## config.mk

```make
export PLATFORM = sky130hd
export DESIGN_NAME = rr_req_concentrator
export DESIGN_NICKNAME = d
export VERILOG_FILES = /design/src/rtl/rr_req_concentrator.sv
export SDC_FILE = /design/constraint.sdc
export NUM_CORES = 1
export LEC_CHECK = 0
export BUFFER_PORTS_ARGS = -buffer_cell sky130_fd_sc_hd__buf_2
export CORE_MARGIN = 5
export CORE_UTILIZATION = 36
export CTS_CLUSTER_DIAMETER = 120
export DETAILED_ROUTE_END_ITERATION = 10
export PLACE_DENSITY = 0.59
export SYNTH_ARGS = -nofsm -noshare
export SYNTH_HDL_FRONTEND = slang
export SYNTH_SLANG_ARGS = --single-unit
```

## constraint.sdc

```tcl
create_clock -name clk -period 11 [get_ports clk]
set_clock_uncertainty 0.15 [all_clocks]
set_input_delay 0.55 -clock clk [delete_from_list [all_inputs] [get_ports clk]]
set_output_delay 0.55 -clock clk [all_outputs]
set_load 0.02 [all_outputs]
```

## src/rtl/rr_req_concentrator.sv

```systemverilog
// Per-port beat holding registers feeding an external round-robin arbiter; the
// granted port is locked until its last beat and forwarded into a 2-entry FIFO.
module rr_req_concentrator #(
  parameter int PORT_NUM   = 16,
  parameter int DATA_WIDTH = 32,
  parameter int PORT_W     = $clog2(PORT_NUM)
) (
  input  logic                           clk,
  input  logic                           rst_n,
  input  logic [PORT_NUM-1:0]            in_vld,
  input  logic [PORT_NUM-1:0]            in_last,
  input  logic [PORT_NUM*DATA_WIDTH-1:0] in_data,
  output logic [PORT_NUM-1:0]            in_rdy,
  output logic [PORT_NUM-1:0]            arb_req,
  input  logic [PORT_NUM-1:0]            arb_gnt,
  input  logic [PORT_W-1:0]              arb_port,
  output logic                           arb_round,
  output logic                           out_vld,
  output logic                           out_last,
  output logic [PORT_W-1:0]              out_port,
  output logic [DATA_WIDTH-1:0]          out_data,
  input  logic                           out_rdy,
  output logic                           busy
);

  typedef enum logic {ST_ARB, ST_LOCK} state_t;

  state_t                state_q, state_d;
  logic [PORT_W-1:0]     lock_port_q, lock_port_d;

  logic [PORT_NUM-1:0]   hold_vld_q, hold_vld_d;
  logic [PORT_NUM-1:0]   hold_last_q, hold_last_d;
  logic [DATA_WIDTH-1:0] hold_data_q [PORT_NUM];
  logic [DATA_WIDTH-1:0] hold_data_d [PORT_NUM];

  logic [1:0]            cnt_q, cnt_d;
  logic                  wr_ptr_q, wr_ptr_d;
  logic                  rd_ptr_q, rd_ptr_d;
  logic [PORT_W-1:0]     fifo_port_q [2];
  logic [PORT_W-1:0]     fifo_port_d [2];
  logic                  fifo_last_q [2];
  logic                  fifo_last_d [2];
  logic [DATA_WIDTH-1:0] fifo_data_q [2];
  logic [DATA_WIDTH-1:0] fifo_data_d [2];

  logic [PORT_NUM-1:0]   take;
  logic [PORT_NUM-1:0]   load;
  logic [PORT_W-1:0]     sel;
  logic                  fifo_ok;
  logic                  push;
  logic                  pop;
  logic [PORT_NUM-1:0]   gnt_exp;

  // Port selection: arbiter choice in ARB, sticky port in LOCK
  always_comb begin
    state_d     = state_q;
    lock_port_d = lock_port_q;
    take        = '0;
    arb_round   = 1'b0;
    fifo_ok     = (cnt_q < 2'd2);
    sel         = (state_q == ST_LOCK) ? lock_port_q : arb_port;
    unique case (state_q)
      ST_ARB: begin
        if ((|hold_vld_q) && fifo_ok && hold_vld_q[sel]) begin
          take[sel] = 1'b1;
          arb_round = 1'b1;
          if (!hold_last_q[sel]) begin
            state_d     = ST_LOCK;
            lock_port_d = sel;
          end
        end
      end
      ST_LOCK: begin
        if (hold_vld_q[sel] && fifo_ok) begin
          take[sel] = 1'b1;
          if (hold_last_q[sel]) begin
            state_d = ST_ARB;
          end
        end
      end
      default: state_d = ST_ARB;
    endcase
  end

  assign in_rdy  = ~hold_vld_q | take;
  assign arb_req = hold_vld_q;
  assign push    = |take;
  assign pop     = out_vld & out_rdy;

  // A take and a load in the same cycle keeps the register full with the new beat
  always_comb begin
    for (int i = 0; i < PORT_NUM; i++) begin
      load[i]        = in_vld[i] & in_rdy[i];
      hold_vld_d[i]  = load[i] | (hold_vld_q[i] & ~take[i]);
      hold_last_d[i] = load[i] ? in_last[i] : hold_last_q[i];
      hold_data_d[i] = load[i] ? in_data[i*DATA_WIDTH +: DATA_WIDTH] : hold_data_q[i];
    end
  end

  always_comb begin
    cnt_d    = cnt_q;
    wr_ptr_d = wr_ptr_q ^ push;
    rd_ptr_d = rd_ptr_q ^ pop;
    for (int e = 0; e < 2; e++) begin
      fifo_port_d[e] = fifo_port_q[e];
      fifo_last_d[e] = fifo_last_q[e];
      fifo_data_d[e] = fifo_data_q[e];
    end
    unique case ({push, pop})
      2'b10:   cnt_d = cnt_q + 2'd1;
      2'b01:   cnt_d = cnt_q - 2'd1;
      default: cnt_d = cnt_q;
    endcase
    if (push) begin
      fifo_port_d[wr_ptr_q] = sel;
      fifo_last_d[wr_ptr_q] = hold_last_q[sel];
      fifo_data_d[wr_ptr_q] = hold_data_q[sel];
    end
  end

  assign out_vld  = (cnt_q != 2'd0);
  assign out_last = fifo_last_q[rd_ptr_q];
  assign out_port = fifo_port_q[rd_ptr_q];
  assign out_data = fifo_data_q[rd_ptr_q];
  assign busy     = (state_q == ST_LOCK) | (|hold_vld_q) | (cnt_q != 2'd0);

  // Control and FIFO state; FIFO entries are cleared so out_* read zero after reset
  always_ff @(posedge clk or negedge rst_n) begin
    if (!rst_n) begin
      state_q     <= ST_ARB;
      lock_port_q <= '0;
      hold_vld_q  <= '0;
      cnt_q       <= '0;
      wr_ptr_q    <= 1'b0;
      rd_ptr_q    <= 1'b0;
      for (int e = 0; e < 2; e++) begin
        fifo_port_q[e] <= '0;
        fifo_last_q[e] <= 1'b0;
        fifo_data_q[e] <= '0;
      end
    end else begin
      state_q     <= state_d;
      lock_port_q <= lock_port_d;
      hold_vld_q  <= hold_vld_d;
      cnt_q       <= cnt_d;
      wr_ptr_q    <= wr_ptr_d;
      rd_ptr_q    <= rd_ptr_d;
      for (int e = 0; e < 2; e++) begin
        fifo_port_q[e] <= fifo_port_d[e];
        fifo_last_q[e] <= fifo_last_d[e];
        fifo_data_q[e] <= fifo_data_d[e];
      end
    end
  end

  always_ff @(posedge clk) begin
    hold_last_q <= hold_last_d;
    for (int i = 0; i < PORT_NUM; i++) begin
      hold_data_q[i] <= hold_data_d[i];
    end
  end

  assign gnt_exp = {{(PORT_NUM-1){1'b0}}, 1'b1} << arb_port;

  gnt_matches_port: assert property (@(posedge clk) disable iff (!rst_n)
    ((state_q == ST_ARB) && (|hold_vld_q)) |-> (arb_gnt == gnt_exp));

endmodule
```

==> results.tsv, run 1 <==
metric	value	unit
routedWlPerCell	26.9	um
grt_antenna_before_repair	22	
hold-path-cell-count	1	
global_route.overflow_total	0	
cts_tree	yes	
grtUsageMet3	0.0600	
die_area	0.0728	mm^2
worst_setup_path_start_kind	flop	
grt_start_max_net_pins	59	
yosys-top-cells-area	edfxtp_1 65%, dfrtp_1 10%, mux4_2 6.2%	
required	10.30	ns
insertion_delay	0.60	ns
antenna_left	0	
syn_area	0.0243	mm^2
layout_common_cells	621 x buf_2, 528 x edfxtp_1, 526 x dlygate4sd3_1	
critPathKind	reg2out	
grt_busiest_layer	met2	
drive_gt1_frac	0.374	
yosysTopAreaCell	edfxtp_1	
grt_pass1_vias	20292	
r2r_start	state_q	
rows	95	
worstPathArrival	4.82	ns
clockBufferDepth	3	
fill_cells	5241	
holdPathEnd	hold_data_q[0][0]	
area_growth	49.0	%
cts_setup_buffers	0	
place_congestion	0.847	
yosysTopAreaCellShare	0.652	
async_reset_ff_frac	0.158	
r2r_cells	8	
powerDensity	230	mW/mm^2
synth_edf_count	528	
initial_core_util	0.362	
rsz0062_at_grt	false	
root_buffer	clkbuf_16	
drtPass1Iterations	8	
worst_pin_slew	0.924	ns
use_met1	0.308	
hold_viol	0	
clock-sinks	627	
outcome	finished, final reports clean	
syn-instance-count	1327	
die_h	270	um
io_buffers	622	
final_common_cell	buf_2	
yosys_warnings	0	
synth_cell_types	53	
cts_made_buffers	72	
ys_ff_latch	627	
io_pins	639	
stdcell_count	3443	
max_freq	181	MHz
final_max_slew_viol_count	0	
num_vias	18339	
grt_usage	0.249	
cts.htree.levels	3	
fp.coreArea	0.0670	mm^2
power_leakage	0.0138	uW
min_path_type	in2reg	
max_slew_margin	0.384	
syn_nets	1897	
drtIter0Drc	1568	
nNetsFinal	3072	
crit_path_max_fanout	31	
grt_pass1_wl	134	mm
finalCritPeriodShare	0.502	
r2r-end	hold_data_q[15][6]	
dp_cells	2775	
maxCapViolations	0	
period_needed	5.52	ns
finalSetupTns	0	ns
ir_drop	0.127	mV
grt_use_met2	0.428	
regToRegSetupSlack	5.91	ns
synthFlopType	edfxtp_1	
ys_seq_area_frac	0.754	
min-delay-start	in_data[0]	
clk_pin_slew	0.06	ns
end_kind	primary output	
drc	0	
detail_route.vias_per_cell	5.33	
dp_hpwl	58.5	mm
drt-total-wl	92.8	mm
die_w	270	um
avgSynthCellArea	18.3	um^2
setup_viol	0	
power by group:
part	switching, uW	internal [uW]
sequential	158	2960
clock	963	1330
combinational	1730	1200
total	2850	5490
sequential cells by signal (all words and copies together) (netlist names):
name	count
lock_port_q	4
fifo_data_q	64
wr_ptr_q	1
state_q	1
arb_req	16
hold_data_q	512
rd_ptr_q	1
fifo_last_q	2
hold_last_q	16
fifo_port_q	8
cnt_q	2
cell families after synthesis:
logic type | count (synthesis) | synth area share
AOI/OAI and AO/OA | 302 | 0.0867
xor gates and xnor gates | 4 | 0.00144
and+or+nand+nor | 113 | 0.0253
DFF | 627 | 0.754
buffers and inverters | 98 | 0.0159
muxes | 180 | 0.115
adders and majority gates | 3 | 0.00154
synth_stat cells, types with 18 or more instances:
master    count
a22oi_1     130
mux4_2       67
clkbuf_1     65
nor2_1       25
inv_1        18
edfxtp_1    528
mux2_2      104
a22o_1       33
nand2_1      20
a21oi_1      76
or3_1        32
dfrtp_1      99
worst max path at each step:
stage,start,end,slack [ns]
after floorplan,arb_port[1],hold_data_q[12][0],6.25
after detailed placement,state_q,hold_data_q[15][7],5.85
after global routing,state_q,in_rdy[1],5.19
after global placement,state_q,hold_data_q[15][2],5.93
after CTS,state_q,in_rdy[2],5.41
final,state_q,in_rdy[3],5.48
stage by stage:
| stage | util | total power, uW | instance area (um^2) | hold slack, ns | setup slack, ns |
|---|---|---|---|---|---|
| 2_1_floorplan | - | 4830 | 24300 | 0.104 | 6.25 |
| 5_1_grt | 0.540 | 8700 | 36200 | 0.0107 | 5.19 |
| 3_3_place_gp | 0.427 | 5890 | 28600 | 0.334 | 5.93 |
| 6_report | 0.540 | 8340 | 36200 | 0.0551 | 5.48 |
| 4_1_cts | 0.539 | 8390 | 36100 | 0.00154 | 5.41 |
| 3_5_place_dp | 0.427 | 5950 | 28600 | 0.341 | 5.85 |
routing by layer:
layer | wire (um) | share of wire
met3 | 7350 | 0.079
met5 | 27 | 0.00029
met4 | 3730 | 0.040
met2 | 46500 | 0.50
met1 | 35200 | 0.38
critical path, cell delays in order (launching register included):
cell	delay, ns
dfrtp_1	0.88
mux2i_4	0.33
buf_4	0.55
mux2i_1	0.15
mux2_2	0.30
a221o_1	0.51
or4_1	0.93
o21ai_1	0.35
buf_2	0.23
timing repair:
item / CTS / global route
hold endpoints to repair: 572 / 0
gates resized for setup: 0 / 0
hold buffers: 526 / 0
cell type report:
cell class | count | area [um^2] | area share
clock inverters | 20 | 220 | 0.00608
multi-input cells | 602 | 5780 | 0.160
well taps | 873 | 1090 | 0.0302
flip-flops and latches | 627 | 18300 | 0.507
inverters | 18 | 67.6 | 0.00187
clock buffers | 104 | 2020 | 0.0559
diodes | 18 | 45.0 | 0.00124
repair buffers | 1181 | 8630 | 0.238
No activity file was read; power rests on OpenSTA's default activity.
==> inputs of run 2 (changes only) <==
clock period = 5.1 ns   (was 11 ns; I/O delays follow)
==> results.tsv, run 2 (same netlist as run 1, synthesis figures left out) <==
metric	value	unit	change
clockBufferDepth	3		unchanged
insertion_delay	0.61	ns	about the same
min_path_type	in2async		
critPathKind	reg2out		
cts_tree	yes		
final_common_cell	buf_2		
layout_common_cells	621 x buf_2, 550 x dlygate4sd3_1, 528 x edfxtp_1		
drive_gt1_frac	0.374		about the same
cts_resized	0		unchanged
detail_route.vias_per_cell	5.24		-1.7%
cts_hold_buffers	550		+4.6%
final_max_slew_viol_count	0		unchanged
routedWlPerCell	26.6	um	-1.2%
antenna_left	0		unchanged
die_area	0.0728	mm^2	unchanged
end_kind	primary output		
io_buffers	622		unchanged
grt_usage	0.248		-0.00120
ir_drop	0.325	mV	+160%
io_pins	639		unchanged
cts_setup_buffers	0		unchanged
drc	0		unchanged
stdcell_count	3479		+1.0%
biggestRegsByFlops	hold_data_q (512), fifo_data_q (64)		
grt_start_max_net_pins	69		+17%
period_needed	4.82	ns	
rows	95		unchanged
powerDensity	494	mW/mm^2	+110%
die_w	270	um	unchanged
setup_viol	0		unchanged
cts.htree.levels	3		unchanged
grt_antenna_before_repair	22		unchanged
total_power	18100	uW	+120%
max_freq	207	MHz	
final-seq-area	0.0183	mm^2	unchanged
placed_area	0.0288	mm^2	+0.60%
root_buffer	clkbuf_16		
crit_path_max_fanout	22		-29%
rsz0062_at_grt	false		
dp_cells	2783		+0.29%
stdcell_area	0.0366	mm^2	+1.2%
max_slew_margin	0.406		+0.0221
slowest_delay	0.92	ns	about the same
fill_cells	5234		-0.13%
area_growth	50.8	%	
fin_hold_ws	0.0426	ns	-0.0125 ns
cts_made_buffers	68		-5.6%
regMostFlops	hold_data_q		
finalSetupTns	0	ns	unchanged
grt_pass1_vias	20179		-0.56%
drtPass1Iterations	7		-1
num_vias	18217		-0.67%
multiInputGateArea	0.00578	mm^2	unchanged
finalCritPeriodShare	0.945		
hold_viol	0		unchanged
initial_core_util	0.362		unchanged
die_h	270	um	unchanged
required	4.70	ns	-5.60 ns
place_congestion	0.868		+2.6%
dp_hpwl	60.3	mm	+3.1%
drt-total-wl	92.6	mm	-0.14%
crit_family	simple AND/OR/NAND/NOR gates		
drtIter0Drc	1713		+9.2%
clock-sinks	627		unchanged
largest_reg_flops	512		unchanged
fp.coreArea	0.0670	mm^2	unchanged
cp_cell_sequence	mux2i_4 > mux2i_1 > mux2_2 > a221o_1 > or4_1 > o21ai_1 > buf_2		
nNetsFinal	3100		+0.91%
worst_pin_slew	0.891	ns	-0.0332 ns
outcome	finished, final reports clean		
clk_pin_slew	0.06	ns	about the same
cpMaxStageDelayCell	or4_1		
grt_pass1_wl	133	mm	-0.71%
power_leakage	0.0140	uW	+1.3%
worst_setup_path_start_kind	flop		
maxCapViolations	0		unchanged
crit_buf_inv	1		-1
global_route.overflow_total	0		unchanged
worstPathArrival	4.42	ns	-0.40 ns
run 2: worst paths after layout:
path	from	endpoint	slack (ns)	cells past startpoint
max reg2reg	state_q	hold_data_q[10][0]	0.74	7
min	rst_n	arb_req[8]	0.04	2
min reg2reg	fifo_data_q[22]	fifo_data_q[22]	0.35	1
max	state_q	in_rdy[1]	0.28	7
max in group asynchronous	rst_n	rd_ptr_q	3.46	3
min in group clk	in_data[146]	hold_data_q[4][18]	0.20	2
run 2: per-stage QoR:
step                setup slack, ns   util
CTS                           0.327  0.546
global placement              0.952  0.430
finish                        0.280  0.547
detailed placement            0.864  0.430
floorplan                     0.382      -
global route                  0.139  0.546
run 2: final cells by class:
type / count / area share
clock inverter: 41 / 0.0126
sequential: 627 / 0.500
clock buffer: 85 / 0.0493
tap: 873 / 0.0298
antenna: 20 / 0.00137
timing repair buffer: 1213 / 0.247
inverter: 18 / 0.00184
multi-input combinational: 602 / 0.158
run 2: per-layer routing:
layer,global-route usage,vias to the layer above,share of wire
met4,0.0901,2,0.039
met2,0.420,1024,0.49
li1,-,7838,-
met1,0.313,9149,0.38
met3,0.0590,204,0.082
met5,0,-,0.00014
run 2: power breakdown:
part           switching (uW)  internal [uW]  leakage (uW)
Sequential                345           6380       0.00592
Clock                    2110           2920       0.00111
Combinational            3710           2650       0.00699
Total                    6160          12000        0.0140
